`src/rtl/opb_thresh_pkg.sv`:
```
// Shared types and constants for the OPB threshold bank.
// Register offsets, status/control bit positions and the bus write bundle.
package opb_thresh_pkg;

    typedef enum logic [1:0] {
        IDLE,
        STREAM,
        DONE
    } state_t;

    localparam logic [7:0] CTRL_OFF   = 8'hF0;
    localparam logic [7:0] STATUS_OFF = 8'hF4;

    localparam int CTRL_LOAD_BIT = 0;
    localparam int CTRL_CLR_BIT  = 1;
    localparam int ST_BUSY_BIT   = 0;
    localparam int ST_OVR_BIT    = 1;
    localparam int ST_CNT_LSB    = 8;

    typedef struct packed {
        logic        en;
        logic [7:0]  off;
        logic [31:0] data;
        logic [31:0] mask;
    } bus_wr_t;

    function automatic int clog2(input int v);
        int r;
        r = 0;
        while ((1 << r) < v) r++;
        return r;
    endfunction

endpackage

```
`src/rtl/opb_slave_decode.sv`:
```
// OPB slave front end: window match, single-cycle ack, write bundle
// and the registered read data that is only non-zero during ack.
module opb_slave_decode
    import opb_thresh_pkg::*;
#(
    parameter logic [31:0] C_BASEADDR   = 32'h0000_0000,
    parameter logic [31:0] C_HIGHADDR   = 32'h0000_00FF,
    parameter int          C_OPB_AWIDTH = 32
) (
    input  logic                    clk,
    input  logic                    rst,
    input  logic [C_OPB_AWIDTH-1:0] abus,
    input  logic [3:0]              be,
    input  logic [31:0]             dbus,
    input  logic                    rnw,
    input  logic                    select,
    input  logic [31:0]             rdata,
    output logic                    xfer_ack,
    output logic [31:0]             sl_dbus,
    output logic [7:0]              rd_off,
    output bus_wr_t                 wr
);

    localparam logic [C_OPB_AWIDTH-1:0] BASE =
        C_OPB_AWIDTH'(C_BASEADDR);
    localparam logic [C_OPB_AWIDTH-1:0] SPAN =
        C_OPB_AWIDTH'(C_HIGHADDR - C_BASEADDR);

    logic [C_OPB_AWIDTH-1:0] rel;
    logic                    hit;

    // Addresses below the base wrap to a large offset and miss the window.
    assign rel    = abus - BASE;
    assign hit    = select && (rel <= SPAN) && !xfer_ack;
    assign rd_off = rel[7:0];

    assign wr.en   = hit && !rnw;
    assign wr.off  = rel[7:0];
    assign wr.data = dbus;
    assign wr.mask = {{8{be[3]}}, {8{be[2]}}, {8{be[1]}}, {8{be[0]}}};

    always_ff @(posedge clk) begin
        if (rst) begin
            xfer_ack <= 1'b0;
            sl_dbus  <= '0;
        end else begin
            xfer_ack <= hit;
            sl_dbus  <= (hit && rnw) ? rdata : '0;
        end
    end

endmodule

```
`src/rtl/opb_thresh_bank.sv`:
```
// Per-channel threshold shadow bank on OPB; a LOAD snapshots the shadows
// and streams them into the downstream threshold RAM over valid/ready.
module opb_thresh_bank
    import opb_thresh_pkg::*;
#(
    parameter logic [31:0] C_BASEADDR   = 32'h0000_0000,
    parameter logic [31:0] C_HIGHADDR   = 32'h0000_00FF,
    parameter int          C_OPB_AWIDTH = 32,
    parameter int          C_OPB_DWIDTH = 32,
    parameter int          N_CHAN       = 8,
    parameter int          THRESH_W     = 16,
    parameter int          AW = (clog2(N_CHAN) > 1) ? clog2(N_CHAN) : 1
) (
    input  logic                    OPB_Clk,
    input  logic                    OPB_Rst,
    input  logic [0:C_OPB_AWIDTH-1] OPB_ABus,
    input  logic [0:3]              OPB_BE,
    input  logic [0:C_OPB_DWIDTH-1] OPB_DBus,
    input  logic                    OPB_RNW,
    input  logic                    OPB_select,
    input  logic                    OPB_seqAddr,
    output logic [0:C_OPB_DWIDTH-1] Sl_DBus,
    output logic                    Sl_errAck,
    output logic                    Sl_retry,
    output logic                    Sl_toutSup,
    output logic                    Sl_xferAck,
    output logic [AW-1:0]           th_addr,
    output logic [THRESH_W-1:0]     th_data,
    output logic                    th_we,
    input  logic                    th_rdy,
    output logic                    load_busy,
    output logic                    load_done
);

    state_t                state, state_n;
    logic [AW-1:0]         idx;
    logic [THRESH_W-1:0]   shadow [N_CHAN];
    logic [THRESH_W-1:0]   snap   [N_CHAN];
    logic [7:0]            load_cnt;
    logic                  ovr;
    logic [31:0]           rdata;
    logic [7:0]            rd_off;
    bus_wr_t               wr;
    logic                  ctrl_wr, load_req, clr_req, last;
    logic                  unused_ok;

    opb_slave_decode #(
        .C_BASEADDR  (C_BASEADDR),
        .C_HIGHADDR  (C_HIGHADDR),
        .C_OPB_AWIDTH(C_OPB_AWIDTH)
    ) u_dec (
        .clk     (OPB_Clk),
        .rst     (OPB_Rst),
        .abus    (OPB_ABus),
        .be      (OPB_BE),
        .dbus    (OPB_DBus),
        .rnw     (OPB_RNW),
        .select  (OPB_select),
        .rdata   (rdata),
        .xfer_ack(Sl_xferAck),
        .sl_dbus (Sl_DBus),
        .rd_off  (rd_off),
        .wr      (wr)
    );

    assign Sl_errAck  = 1'b0;
    assign Sl_retry   = 1'b0;
    assign Sl_toutSup = 1'b0;
    assign unused_ok  = ^{OPB_seqAddr, wr};

    // Control bits live on the least significant byte lane only.
    assign ctrl_wr  = wr.en && (wr.off == CTRL_OFF) && wr.mask[0];
    assign load_req = ctrl_wr && wr.data[CTRL_LOAD_BIT];
    assign clr_req  = ctrl_wr && wr.data[CTRL_CLR_BIT];
    assign last     = (idx == AW'(N_CHAN - 1));
    assign load_busy = (state != IDLE);

    always_ff @(posedge OPB_Clk) begin
        if (OPB_Rst) state <= IDLE;
        else         state <= state_n;
    end

    always_comb begin
        state_n   = state;
        th_we     = 1'b0;
        th_addr   = '0;
        th_data   = '0;
        load_done = 1'b0;
        unique case (state)
            IDLE: begin
                if (load_req) state_n = STREAM;
            end
            STREAM: begin
                th_we   = 1'b1;
                th_addr = idx;
                th_data = snap[idx];
                if (th_rdy && last) state_n = DONE;
            end
            DONE: begin
                load_done = 1'b1;
                state_n   = IDLE;
            end
            default: state_n = IDLE;
        endcase
    end

    always_ff @(posedge OPB_Clk) begin
        if (OPB_Rst) begin
            for (int i = 0; i < N_CHAN; i++) begin
                shadow[i] <= '0;
                snap[i]   <= '0;
            end
            idx      <= '0;
            load_cnt <= '0;
            ovr      <= 1'b0;
        end else begin
            for (int i = 0; i < N_CHAN; i++) begin
                if (wr.en && wr.off == 8'(4 * i))
                    shadow[i] <= (shadow[i] & ~wr.mask[THRESH_W-1:0])
                               | (wr.data[THRESH_W-1:0] & wr.mask[THRESH_W-1:0]);
            end
            if (state == IDLE && load_req) begin
                snap <= shadow;
                idx  <= '0;
            end
            if (state == STREAM && th_rdy)
                idx <= last ? '0 : idx + 1'b1;
            if (state == DONE)
                load_cnt <= load_cnt + 8'd1;
            // A rejected load wins over a clear in the same write.
            if (load_req && state != IDLE) ovr <= 1'b1;
            else if (clr_req)              ovr <= 1'b0;
        end
    end

    always_comb begin
        rdata = '0;
        for (int i = 0; i < N_CHAN; i++) begin
            if (rd_off == 8'(4 * i)) rdata[THRESH_W-1:0] = shadow[i];
        end
        if (rd_off == STATUS_OFF) begin
            rdata[ST_BUSY_BIT]              = load_busy;
            rdata[ST_OVR_BIT]               = ovr;
            rdata[ST_CNT_LSB+7:ST_CNT_LSB]  = load_cnt;
        end
    end

endmodule
```
`config.mk`:
```
export PLATFORM = sky130hd
export DESIGN_NAME = opb_thresh_bank
export DESIGN_NICKNAME = d
export VERILOG_FILES = /design/src/rtl/opb_thresh_pkg.sv /design/src/rtl/opb_slave_decode.sv /design/src/rtl/opb_thresh_bank.sv
export SDC_FILE = /design/constraint.sdc
export NUM_CORES = 1
export LEC_CHECK = 0
export ABC_AREA = 1
export CAP_MARGIN = 40
export CORE_ASPECT_RATIO = 0.6
export CORE_UTILIZATION = 40
export CTS_CLUSTER_DIAMETER = 150
export DETAILED_ROUTE_END_ITERATION = 8
export PLACE_DENSITY = 0.69
export SYNTH_ARGS = -nofsm -noshare
export SYNTH_HDL_FRONTEND = slang
export SYNTH_SLANG_ARGS = --single-unit
```
`constraint.sdc`:
```
create_clock -name OPB_Clk -period 1.8 [get_ports OPB_Clk]
set_input_delay 0.45 -clock OPB_Clk [delete_from_list [all_inputs] [get_ports OPB_Clk]]
set_output_delay 0.45 -clock OPB_Clk [all_outputs]
set_load 0.01 [all_outputs]
```
### After elaboration in Yosys (flattened, before gate mapping)

Index checks and enable logic that the tools add are counted.

| storage, ports and cells | value |
|---|---|
| memories | 0 |
| register bits after elaboration | 303 |
| bits in latches | 0 |
| ROM bits | 0 |
| output and inout port bits | 58 |
| memory bits (writable) | 0 |
| word-level logic and storage cells | 115 |
| input port bits | 74 |

| cells by class | value |
|---|---|
| shift-type cells | 0 |
| add/sub/neg operators | 2 |
| mux-type cells | 25 |
| reduce and logical (&&, ||, !) cells | 29 |
| div/mod/pow operators | 0 |
| bitwise operators | 20 |
| order comparisons | 2 |
| $mul | 0 |
| equal/unequal tests | 14 |

Operators by type and width:

| kind | count |
|---|---|
| two-way mux 16 bit | 11 |
| bitwise AND 16 bit | 9 |
| bitwise OR 16 bit | 8 |
| binary-select mux 16 bit (select 3 bit) | 1 |
| == test 8 x 5 -> 1 bit, second input constant | 4 |
| <= comparator 32 x 8 -> 1 bit, second input constant | 1 |
| logical AND 1 bit | 20 |
| == test 8 x 4 -> 1 bit, second input constant | 2 |
| == test 8 bit, second input constant | 2 |
| inverter 16 bit | 1 |
| two-way mux 3 bit | 4 |
| adder 8 x 1 -> 8 bit, second input constant | 1 |
| == test 8 x 3 -> 1 bit, second input constant | 1 |
| zero test 8 bit | 1 |
| two-way mux 8 bit | 1 |
| two-way mux 2 bit | 3 |
| nonzero test 2 bit | 3 |
| greater-or-equal comparator 4 bit, second input constant | 1 |
| two-way mux 1 bit | 4 |
| inequality test 2 bit, second input constant | 2 |
| inverter 3 -> 4 bit | 1 |
| one-hot mux 2 bit (2 select lines) | 1 |
| adder 3 x 1 -> 3 bit, second input constant | 1 |
| == test 3 bit, second input constant | 1 |
| 7 further kinds | 8 |

### Logic depth before layout (Yosys ltp)

Gate-level depths: netlist of run 1.

| depth | value |
|---|---|
| word-level depth | 10 |
| mapped depth | 12 |
| depth with buffers taken out | 11 |

### Cells and area by module

Synthesis of run 1 repeated with hierarchy kept, for this count alone.

| second synthesis, totals | value |
|---|---|
| cell total of the unflattened synthesis | 2,092 |
| area total of the unflattened synthesis | 14,584.0 µm² |

By module, submodules not included:

| module | area each (µm²) | cells an instance | instances | seq. area each (µm²) |
|---|---|---|---|---|
| opb_thresh_bank | 12,826.1 | 1,881 | 1 | 5,405.2 |
| opb_slave_decode | 1,757.9 | 211 | 1 | 660.6 |

### Least setup slack after synthesis of run 1

Ideal clock, no wire load.

| timing path | value |
|---|---|
| kind | register -> output |
| start | register idx[0] |
| end | output th_data[0] |
| cell stages (with the launch flop) | 9 |
| data arrival time | 1.431 ns |
| buffers on the path | 3 |
| path slack | -0.081 ns |
| data required time | 1.350 ns |
| cell sequence | dfxtp_1 -> clkbuf_1 -> inv_1 -> clkbuf_1 -> clkbuf_1 -> nor2_1 -> o22ai_1 -> nand3_1 -> nand2_1 |

| on the way | value |
|---|---|
| cells in the longest elaborated chain, start to end | 5 |

RTL lines:

| element | RTL line | source |
|---|---|---|
| from (decl) | opb_thresh_bank.sv:36 | `logic [AW-1:0] idx;` |
| from (signal assigned) | opb_thresh_bank.sv:127 | `idx <= last ? '0 : idx + 1'b1;` |
| inverter 3 -> 4 bit (implied by the code) | opb_thresh_bank.sv:96 | `th_data = snap[idx];` |
| binary-select mux 16 bit (select 3 bit) | opb_thresh_bank.sv:96 |  |
| two-way mux 16 bit (implied by the code) (2 in series) | opb_thresh_bank.sv:96 |  |
| two-way mux 16 bit | opb_thresh_bank.sv:89 | `unique case (state)` |
| to (decl) | opb_thresh_bank.sv:28 | `output logic [THRESH_W-1:0] th_data,` |

Every way passes these cells. The select of a mux whose other input is x is not followed.

### Worst setup path after layout of run 1

| timing path | value |
|---|---|
| start | register idx[0] |
| end | output th_data[1] |

Same word-level chain as after synthesis.

==> key figures, run 1 <==
Run status
  • Status: complete, but fails checks
  • Failing checks: negative setup slack

Yosys
  • Synthesized area: 13700 um^2
  • Largest family of logic cells by synthesized area: simple AND/OR/NAND/NOR gates
  • Syn Inst Count: 2070
  • Xor/xnor share of the synthesized area: 0%
  • Register area share after synthesis: 41.8%
  • Post-synth top flop: dfxtp_1
  • Yosys warnings: 0
  • Avg Inst Size Synth: 6.63 um^2
  • Synth cell types: 32
  • Post-Synth Adder-Cell Area: 0.273%
  • Synth Area in Compound Gates: 9.93%
  • Number of synthesized flops with an enable pin: 0
  • Mux cell area share after synthesis: 0%
  • Synth Area in Simple Gates: 37.8%
  • FFs w/ async S/R, synth: 0%
  • Seq cells post-synth: 287

Setup path
  • Critical Path AT: 2.20 ns
  • Worst Setup EP: th_data[1]
  • Crit. Startpoint: idx[0]
  • Buffers & Inverters on Critical Path: 3
  • Cell family with most CP delay: buffers and inverters
  • CP Class: flip-flop to primary output
  • Slowest stage delay, CP: 0.46 ns
  • FF-to-FF End: snap[91]
  • WP data required: 1.35 ns
  • Worst r2r src: u_dec.xfer_ack
  • Worst Setup Start Kind: flip-flop
  • Slowest-stage cell, CP: dfxtp_4
  • Worst Reg-to-Reg Cells: 15
  • Worst path cell trace: buf_12 > clkbuf_16 > nor2_1 > o22ai_2 > nand3_1 > nand2_2 > buf_2
  • CP endpoint kind: primary output
  • Levels on crit path: 7
  • R2R Setup Slk: -0.34 ns
  • Crit Path Max Fanout: 5

Clock network
  • H-tree lvl count: 1
  • Skew-Pair Late Insertion Delay: 0.60 ns
  • Num CTS Buffers: 28
  • Clk slew on worst S/H paths: 0.07 ns
  • CTS tree: done
  • CTS hold repair buffers: 0
  • Clk buf depth: 3
  • CTS Root Cell: clkbuf_16
  • CTS Sinks: 287

Min path
  • Class of the worst hold path: flip-flop to flip-flop

Job
  • Max-Cap Viols: 0

Placement
  • GPL Wtd Cong: 0.971
  • Post-detail-place hpwl: 36200 um
  • I/O Buffers: 93

Pwr
  • Pwr dens: 643 nW/um^2
  • LEAKAGE: 9.27 nW
  • Clock share of power: 46.3%
  • Tot Pwr: 13.2 mW
  • Max IR drop VDD: 0.573 mV
  • Pint: 9.91 mW
  • Register share of total power: 48.1%
  • Combinational share of power: 5.7%
  • Switching power: 3.28 mW
  • Switching portion of total power: 24.9%

Cells and area
  • Share of layout cells above drive strength 1: 29.7%
  • Util after Layout: 60.8%
  • Syn-to-layout area delta: 49.5%
  • Commonest non-fill, non-tap cell in the layout: nor2_1
  • Seq. cell area: 5760 um^2
  • Nets: 2392
  • Fillers: 2665
  • Most frequent cells in the layout: nor2_1 (513), nand2_1 (390), dfxtp_1 (282)
  • Area of the multi-input gates: 8230 um^2
  • ANT cells: 0

Global routing
  • Congestion Overflow GR: 0
  • First-pass GRT wire length: 84600 um
  • Met3 Resource Use GR: 11.0%
  • Met2 Resource Use GR: 42.9%
  • Met1 Track Usage GR: 47.9%
  • Initial antenna violation count: 0
  • Gr usage total: 32.0%
  • Number of global-route vias before repair: 13900
  • GR peak layer: met1
  • Largest net degree at the start of global routing: 77

Route
  • Final wirelength: 64100 um
  • Post-route ant nets: 0
  • Residual DRC: 0
  • Drt pass-1 iters: 9
  • Via density: 5.67
  • Drt wl/cell: 22.9 um
  • Vias: 15900
  • Detailed router's first-iteration violation count: 2722

STA
  • Max Clk Rate: 378 MHz
  • Total Neg Setup Slack: -37.48 ns
  • Final Hold Slack: 0.463 ns
  • Worst setup slack after layout: -0.848 ns
  • RSZ-0062 raised after global routing: yes
  • Worst Skew: 0.0387 ns
  • Final min period: 2.65 ns
  • Tcrit/Tclk final: 147%
  • Worst-margin pin slew: 0.669 ns
  • Final setup violating endpoints: 153
  • Relative slew slack: 55.4%
  • Final Slew Violations: 0
  • Hold Fails Final Rpt: 0

Floorplan
  • Die W: 241 um
  • IO Count: 132
  • Die ar.: 35100 um^2
  • Die Y: 146 um
  • Core ar.: 33800 um^2
  • Initial core utilization: 40.7%
  • Row count: 52
[worst register-to-register path, delay by kind of cell (launching register included)]
kind | cells | cell delay [ns]
buf+inv | 7 | 0.79
flops | 1 | 0.34
simple gates | 8 | 0.97
[repair_timing]
| action | CTS | global route |
|---|---|---|
| pin swaps | 82 | 182 |
| gates cloned | 36 | 14 |
| buffers inserted | 57 | 39 |
| endpoints found under the setup margin | 176 | 316 |
| gates resized for setup | 346 | 516 |
[final cells by class]
cell class / instances / area share [%]
Clock buffer: 37 / 3.72
Clock inverter: 15 / 0.695
Inverter: 163 / 3.19
Multi-Input combinational cell: 1497 / 40.1
Sequential cell: 287 / 28.0
Tap cell: 459 / 2.80
Timing Repair Buffer: 338 / 21.5
[power groups by stage]
stage	logic [mW]	clock network, mW	registers, mW
after floorplan	0.306	0	6.49
after global placement	0.589	0	6.49
after detailed placement	0.597	0	6.49
after CTS	0.609	5.97	6.34
after global routing	0.781	6.31	6.34
final	0.748	6.10	6.34
[per-layer routing]
| layer | share of wire [%] | wire length [um] | vias to the layer above |
|---|---|---|---|
| met3 | 17 | 10900 | 281 |
| met5 | 0.15 | 93 | - |
| met2 | 40 | 25500 | 1304 |
| met4 | 4.4 | 2800 | 2 |
| li1 | - | - | 6955 |
| met1 | 39 | 24800 | 7314 |
[cell usage after synthesis (4+ instances only)]
master	n	area, um^2
nor2_1	660	2480
nand2_1	411	1540
dfxtp_1	287	5750
o21ai_0	172	861
inv_1	157	589
clkbuf_1	63	236
nand3_1	60	300
o21ai_1	33	165
o22ai_1	32	200
buf_4	27	203
a21oi_1	26	130
nand4_1	26	163
nand4_4	20	425
buf_2	17	85.1
buf_6	17	191
buf_1	16	60.1
nor2_4	8	90.1
inv_2	4	15.0
nand4_2	4	50.1
nor3_1	4	20.0
nor4_1	4	25.0
[stage by stage]
stage | cells | setup WS [ns] | area (um^2)
after global routing | 2796 | -0.796 | 20500
after CTS | 2775 | -0.650 | 18900
final | 2796 | -0.848 | 20500
after detailed placement | 2636 | -1.01 | 15900
after floorplan | 2088 | 0.0233 | 13800
after global placement | 2636 | -0.882 | 15900
[logic make-up after synthesis]
logic type | count (synthesis)
buf+inv | 304
fa+ha+maj | 3
other cells | 1
simple gates | 1211
compound gates | 264
flops | 287
[how the worst min path moves through the flow]
| stage | startpoint | end | slack (ns) | depth (start not counted) |
|---|---|---|---|---|
| 2_1_floorplan | ovr | ovr | 0.43 | 2 |
| 3_3_place_gp | ovr | ovr | 0.45 | 2 |
| 3_5_place_dp | ovr | ovr | 0.45 | 2 |
| 4_1_cts | ovr | ovr | 0.46 | 2 |
| 5_1_grt | ovr | ovr | 0.47 | 2 |
| 6_report | ovr | ovr | 0.46 | 2 |
No activity file was read; power rests on OpenSTA's default activity.
==> run 2, diff against run 1 <==
CTS_BUF_LIST = sky130_fd_sc_hd__clkbuf_2 sky130_fd_sc_hd__clkbuf_4 sky130_fd_sc_hd__clkbuf_8   (was unset)
==> run 2 against run 1 <==
Against the previous run: the flow still finishes with violations (negative setup slack); clock power grew 1%; sequential share of layout area is 0.30 points lower; hold slack worse by 0.0016 ns; total power increased by 0.69%; highest routed layer unchanged; largest power group unchanged; largest cell class unchanged; die area unchanged; sequential power is essentially flat.
==> key figures, run 2 (synthesized netlist as in run 1, its figures left out) <==
STA
  • Relative slew slack: 54.7%
  • Final min period: 2.62 ns
  • Worst setup slack after layout: -0.823 ns
  • Max Clk Rate: 381 MHz
  • Final Hold Slack: 0.462 ns
  • Worst Skew: 0.0533 ns
  • Final Slew Violations: 0
  • Final setup violating endpoints: 153
  • Worst-margin pin slew: 0.679 ns
  • Total Neg Setup Slack: -39.26 ns
  • RSZ-0062 raised after global routing: yes
  • Tcrit/Tclk final: 146%
  • Hold Fails Final Rpt: 0

Setup path
  • Critical Path AT: 2.17 ns
  • Crit Path Max Fanout: 5
  • CP Class: flip-flop to primary output
  • WP data required: 1.35 ns
  • CP endpoint kind: primary output
  • Worst Setup Start Kind: flip-flop

Route
  • Detailed router's first-iteration violation count: 2648
  • Max layer used: met5
  • Vias: 16100
  • Metal3 WL: 11300 um
  • Met1 wire length: 25300 um
  • Drt pass-1 iters: 6
  • Post-route ant nets: 0
  • Drt wl/cell: 23.6 um
  • Residual DRC: 0
  • Met2 routed WL: 26000 um
  • Final wirelength: 66400 um
  • Via density: 5.72

Global routing
  • Gr usage total: 33.7%
  • Largest net degree at the start of global routing: 77
  • Congestion Overflow GR: 0
  • Number of global-route vias before repair: 14400
  • First-pass GRT wire length: 88500 um
  • Initial antenna violation count: 2

Clock network
  • CTS Sinks: 287
  • Skew-Pair Late Insertion Delay: 0.61 ns
  • CTS Root Cell: clkbuf_8
  • Num CTS Buffers: 44
  • Clk buf depth: 3
  • H-tree lvl count: 2
  • CTS hold repair buffers: 0
  • CTS tree: done
  • Clk slew on worst S/H paths: 0.07 ns

Run status
  • Status: complete, but fails checks
  • Failing checks: negative setup slack

Cells and area
  • Post-route insts no fill: 2817
  • Commonest non-fill, non-tap cell in the layout: nor2_1
  • Syn-to-layout area delta: 51.1%
  • Share of layout cells above drive strength 1: 32.1%
  • Most frequent cells in the layout: nor2_1 (491), nand2_1 (393), dfxtp_1 (282)
  • ANT cells: 0
  • Nets: 2407
  • Util after Layout: 61.5%

Pwr
  • Pwr dens: 640 nW/um^2
  • Max IR drop VDD: 0.414 mV
  • LEAKAGE: 9.06 nW

Floorplan
  • IO Count: 132
  • Die W: 241 um
  • Die ar.: 35100 um^2
  • Die Y: 146 um
  • Row count: 52
  • Core ar.: 33800 um^2
  • Initial core utilization: 40.7%

Placement
  • Place WS: -1.01 ns
  • GPL Wtd Cong: 0.971
  • Cells after DPL: 2636
  • Post-detail-place hpwl: 36200 um
  • I/O Buffers: 93

Min path
  • Class of the worst hold path: flip-flop to flip-flop

Job
  • Max-Cap Viols: 0
## run 2: changes by cell type in the layout (fill, tap and decap cells not counted), sizes merged
cell	before	now
dlymetal6s2s	36	11
buf	254	259
inv	161	160
clkinv	14	6
clkdlybuf4s50	26	36
clkinvlp	1	2
clkbuf	50	73
dlygate4sd2	8	24
## run 2: repair_timing
item | 4_1_cts | 5_1_grt
hold endpoints to repair | 0 | 0
setup buffers | 63 | 31
pin swaps | 128 | 150
gates resized for setup | 529 | 384
cloned | 41 | 8
endpoints found under the setup margin | 176 | 300
## run 2: worst paths after layout
check / start / endpoint / slack, ns / cells after the start
worst max-delay path: idx[0] / th_data[7] / -0.82 / 7
worst max register to register: u_dec.xfer_ack / snap[118] / -0.43 / 11
worst min register to register: ovr / ovr / 0.46 / 2
worst min-delay path: ovr / ovr / 0.46 / 2
## run 2: layout make-up
cell class	instances	area [um^2]
tap	459	574
timing repair buffer	337	4340
clock buffer	67	860
inverter	163	648
multi-input combinational	1497	8480
sequential	287	5760
fill	2620	13000
clock inverter	7	91.3
## run 2: critical path, cell delays in order (launching register included)
cell and delay [ns]:
dfxtp_4 0.40, buf_12 0.14, buf_16 0.13, o21ai_0 0.40, o22ai_2 0.16, nand2_1 0.12, nand2_2 0.09, buf_6 0.13
## run 2: where the power goes
group	total, mW	internal [mW]	switching (mW)
clock network	6.17	3.32	2.84
registers	6.34	6.34	0.00000000183
logic	0.771	0.285	0.485
total	13.3	9.95	3.33
## run 2: through the flow
stage / total power, mW / instance area [um^2]
floorplan: 6.80 / 13800
global placement: 7.08 / 15900
detailed placement: 7.09 / 15900
CTS: 13.0 / 19500
global route: 13.5 / 20800
finish: 13.3 / 20800
## run 2: per-layer routing
metal,GRT usage [%],vias to the layer above
li1,-,6996
met1,47.7,7374
met2,45.5,1376
met3,14.0,370
met4,11.0,4
met5,0,-
==> variant (settings of run 2) <==
`C_OPB_AWIDTH` is set to 32 in 2 places; all go to 40.
--- a/src/rtl/opb_slave_decode.sv
+++ b/src/rtl/opb_slave_decode.sv
@@ -6,5 +6,5 @@
     parameter logic [31:0] C_BASEADDR   = 32'h0000_0000,
     parameter logic [31:0] C_HIGHADDR   = 32'h0000_00FF,
-    parameter int          C_OPB_AWIDTH = 32
+    parameter int          C_OPB_AWIDTH = 40
 ) (
     input  logic                    clk,
--- a/src/rtl/opb_thresh_bank.sv
+++ b/src/rtl/opb_thresh_bank.sv
@@ -6,5 +6,5 @@
     parameter logic [31:0] C_BASEADDR   = 32'h0000_0000,
     parameter logic [31:0] C_HIGHADDR   = 32'h0000_00FF,
-    parameter int          C_OPB_AWIDTH = 32,
+    parameter int          C_OPB_AWIDTH = 40,
     parameter int          C_OPB_DWIDTH = 32,
     parameter int          N_CHAN       = 8,
Ports: changed (resized OPB_ABus); port bits go from 132 to 140. No check against the original RTL was run, so the function may have changed too.
==> variant against run 2 <==
  * The flow still finishes with violations (setup timing)
  * Worst hold slack better by 7.4 ps
  * Setup slack worse by 55 ps
  * Cell area is 1.7% lower
  * Register-to-register slack gained 370 ps
  * Power down 0.41%
  * Routed wire length decreased by 11%
  * Area after synthesis grew 1.3%
  * Sequential cell count unchanged
  * Largest power group is now clock
  * Highest routed layer is now met4
==> variant: results (changes against run 2) <==
[outcome]
status = finished, violations left
violations = setup timing

[global_routing]
grt_pass1_wl_um = 77100  ; -13%
grt_max_degree = 76  ; -1.3%
antenna_found_initial = 1  ; -1
grt_use_total_pct = 28.0  ; -5.6 points

[route]
drtIter0Drc = 2497  ; -5.7%
viasPerCell = 5.21  ; -9.0%
wl_per_cell_um = 19.3  ; -18%
dr.pass1.iters = 9  ; +3

[worst_setup_path]
critical_path.top_delay_family = compound AO/OA/AOI/OAI gates
worstPathArrival_ps = 2230  ; +60 ps
worst-r2r-setup-slack_ps = -60  ; +370 ps
reg2reg_depth = 10  ; -1
startpoint = idx[1]
cp-endpoint = th_data[11]
crit_fanout = 7  ; +2
reg2reg_to = snap[11]
rr_startpoint = state[0]

[yosys]
synth_area_leaders = dfxtp_1, nand2_1, nor2_1, inv_1, a21oi_1
synth_common_cells = nand2_1, nor2_1, inv_1
ys_seq_area_share_pct = 41.3  ; -0.54 points
ys_async_sr_fraction_pct = 0  ; unchanged

[timing]
worstMarginPinSlew_ps = 618  ; -60.9 ps
tns_ps = -14900  ; +24360 ps
final-setup-viol-count = 64  ; -58%
finalClockSkew_ps = 32.8  ; -20.5 ps
setup_ws_ps = -878  ; -55.0 ps

[final_layout]
seq_share_pct = 28.2  ; +0.49 points
num-fill-cells = 2881  ; +10%
final_net_count = 2635  ; +9.5%
multiInputGateArea_um2 = 7500  ; -12%
clkbuf_count = 77  ; +15%
multi_input_cells = 1561  ; +4.3%
clock_area_share_pct = 5.16  ; +0.58 points
n_antenna_cell = 1  ; +1
num-nonclk-buffers = 358  ; +6.2%

[place]
portBuffers = 101  ; +8.6%
place.gp.congestion = 0.886  ; -8.7%

[hold_path]
min_to = load_cnt[2]
min_from = load_cnt[2]

[pwr]
p_leak_nw = 10.3  ; +14%
ir_worst_vdd_uv = 523  ; +26%

[cts]
cts_setup_buffers = 20  ; -68%
insertion_delay_ps = 600
clk_path_buf_depth = 3  ; unchanged
cts.clk_slew.worst_paths_ps = 60

-- variant: cell count changes after synthesis, moves of 33 or more --
cell     change
nand2_1    +230
nand3_1     -34
nor2_1      -66
inv_1      +134
o21ai_1     -33
a21oi_1    +107
o21ai_0     -90
-- variant: cells by family (layout without fill, tap and decap cells) --
family                     count (synthesis)  count (layout)  synth area share (%)
DFF                                      287             287                  41.3
AOI/OAI and AO/OA                        241             241                  9.17
and+or+nand+nor                         1298            1298                  36.1
buffers and inverters                    445             738                  13.1
adders and majority gates                  3               3                 0.270
other                                      1              20                0.0270
-- variant: layer usage --
layer | vias up | track usage, % | part of all wire, %
met3 | 150 | 9.30 | 17
met5 | - | 0 | 0
met1 | 7234 | 42.1 | 42
li1 | 7327 | - | -
met4 | 0 | 7.39 | 2.5
met2 | 1152 | 37.4 | 39
-- variant: through the flow --
stage | worst slack [ps] | utilization, % | std cells | area (um2) | hold WS [ps]
global route | -958 | 60.1 | 3046 | 20400 | 492
floorplan | -76.2 | - | 2293 | 14100 | 436
global placement | -833 | 49.1 | 2885 | 16700 | 447
detailed placement | -840 | 49.1 | 2885 | 16700 | 456
CTS | -853 | 54.2 | 2996 | 18400 | 466
finish | -878 | 60.1 | 3046 | 20400 | 469
-- variant: worst register-to-register path, stage by stage (launching register included) --
cell	delay [ps]
dfxtp_2	320
buf_4	130
buf_8	130
nor2_4	150
buf_6	130
nand4_4	120
buf_12	200
buf_16	170
clkbuf_16	190
nor2_1	140
nor2_1	60
-- variant: report_power, final --
| group | total (mW) | internal, mW | leakage (nW) | switching (mW) |
|---|---|---|---|---|
| clock | 6.39 | 3.62 | 0.550 | 2.77 |
| combinational | 0.488 | 0.173 | 7.43 | 0.315 |
| sequential | 6.35 | 6.35 | 2.31 | 0.00000000000463 |
| total | 13.2 | 10.1 | 10.3 | 3.09 |
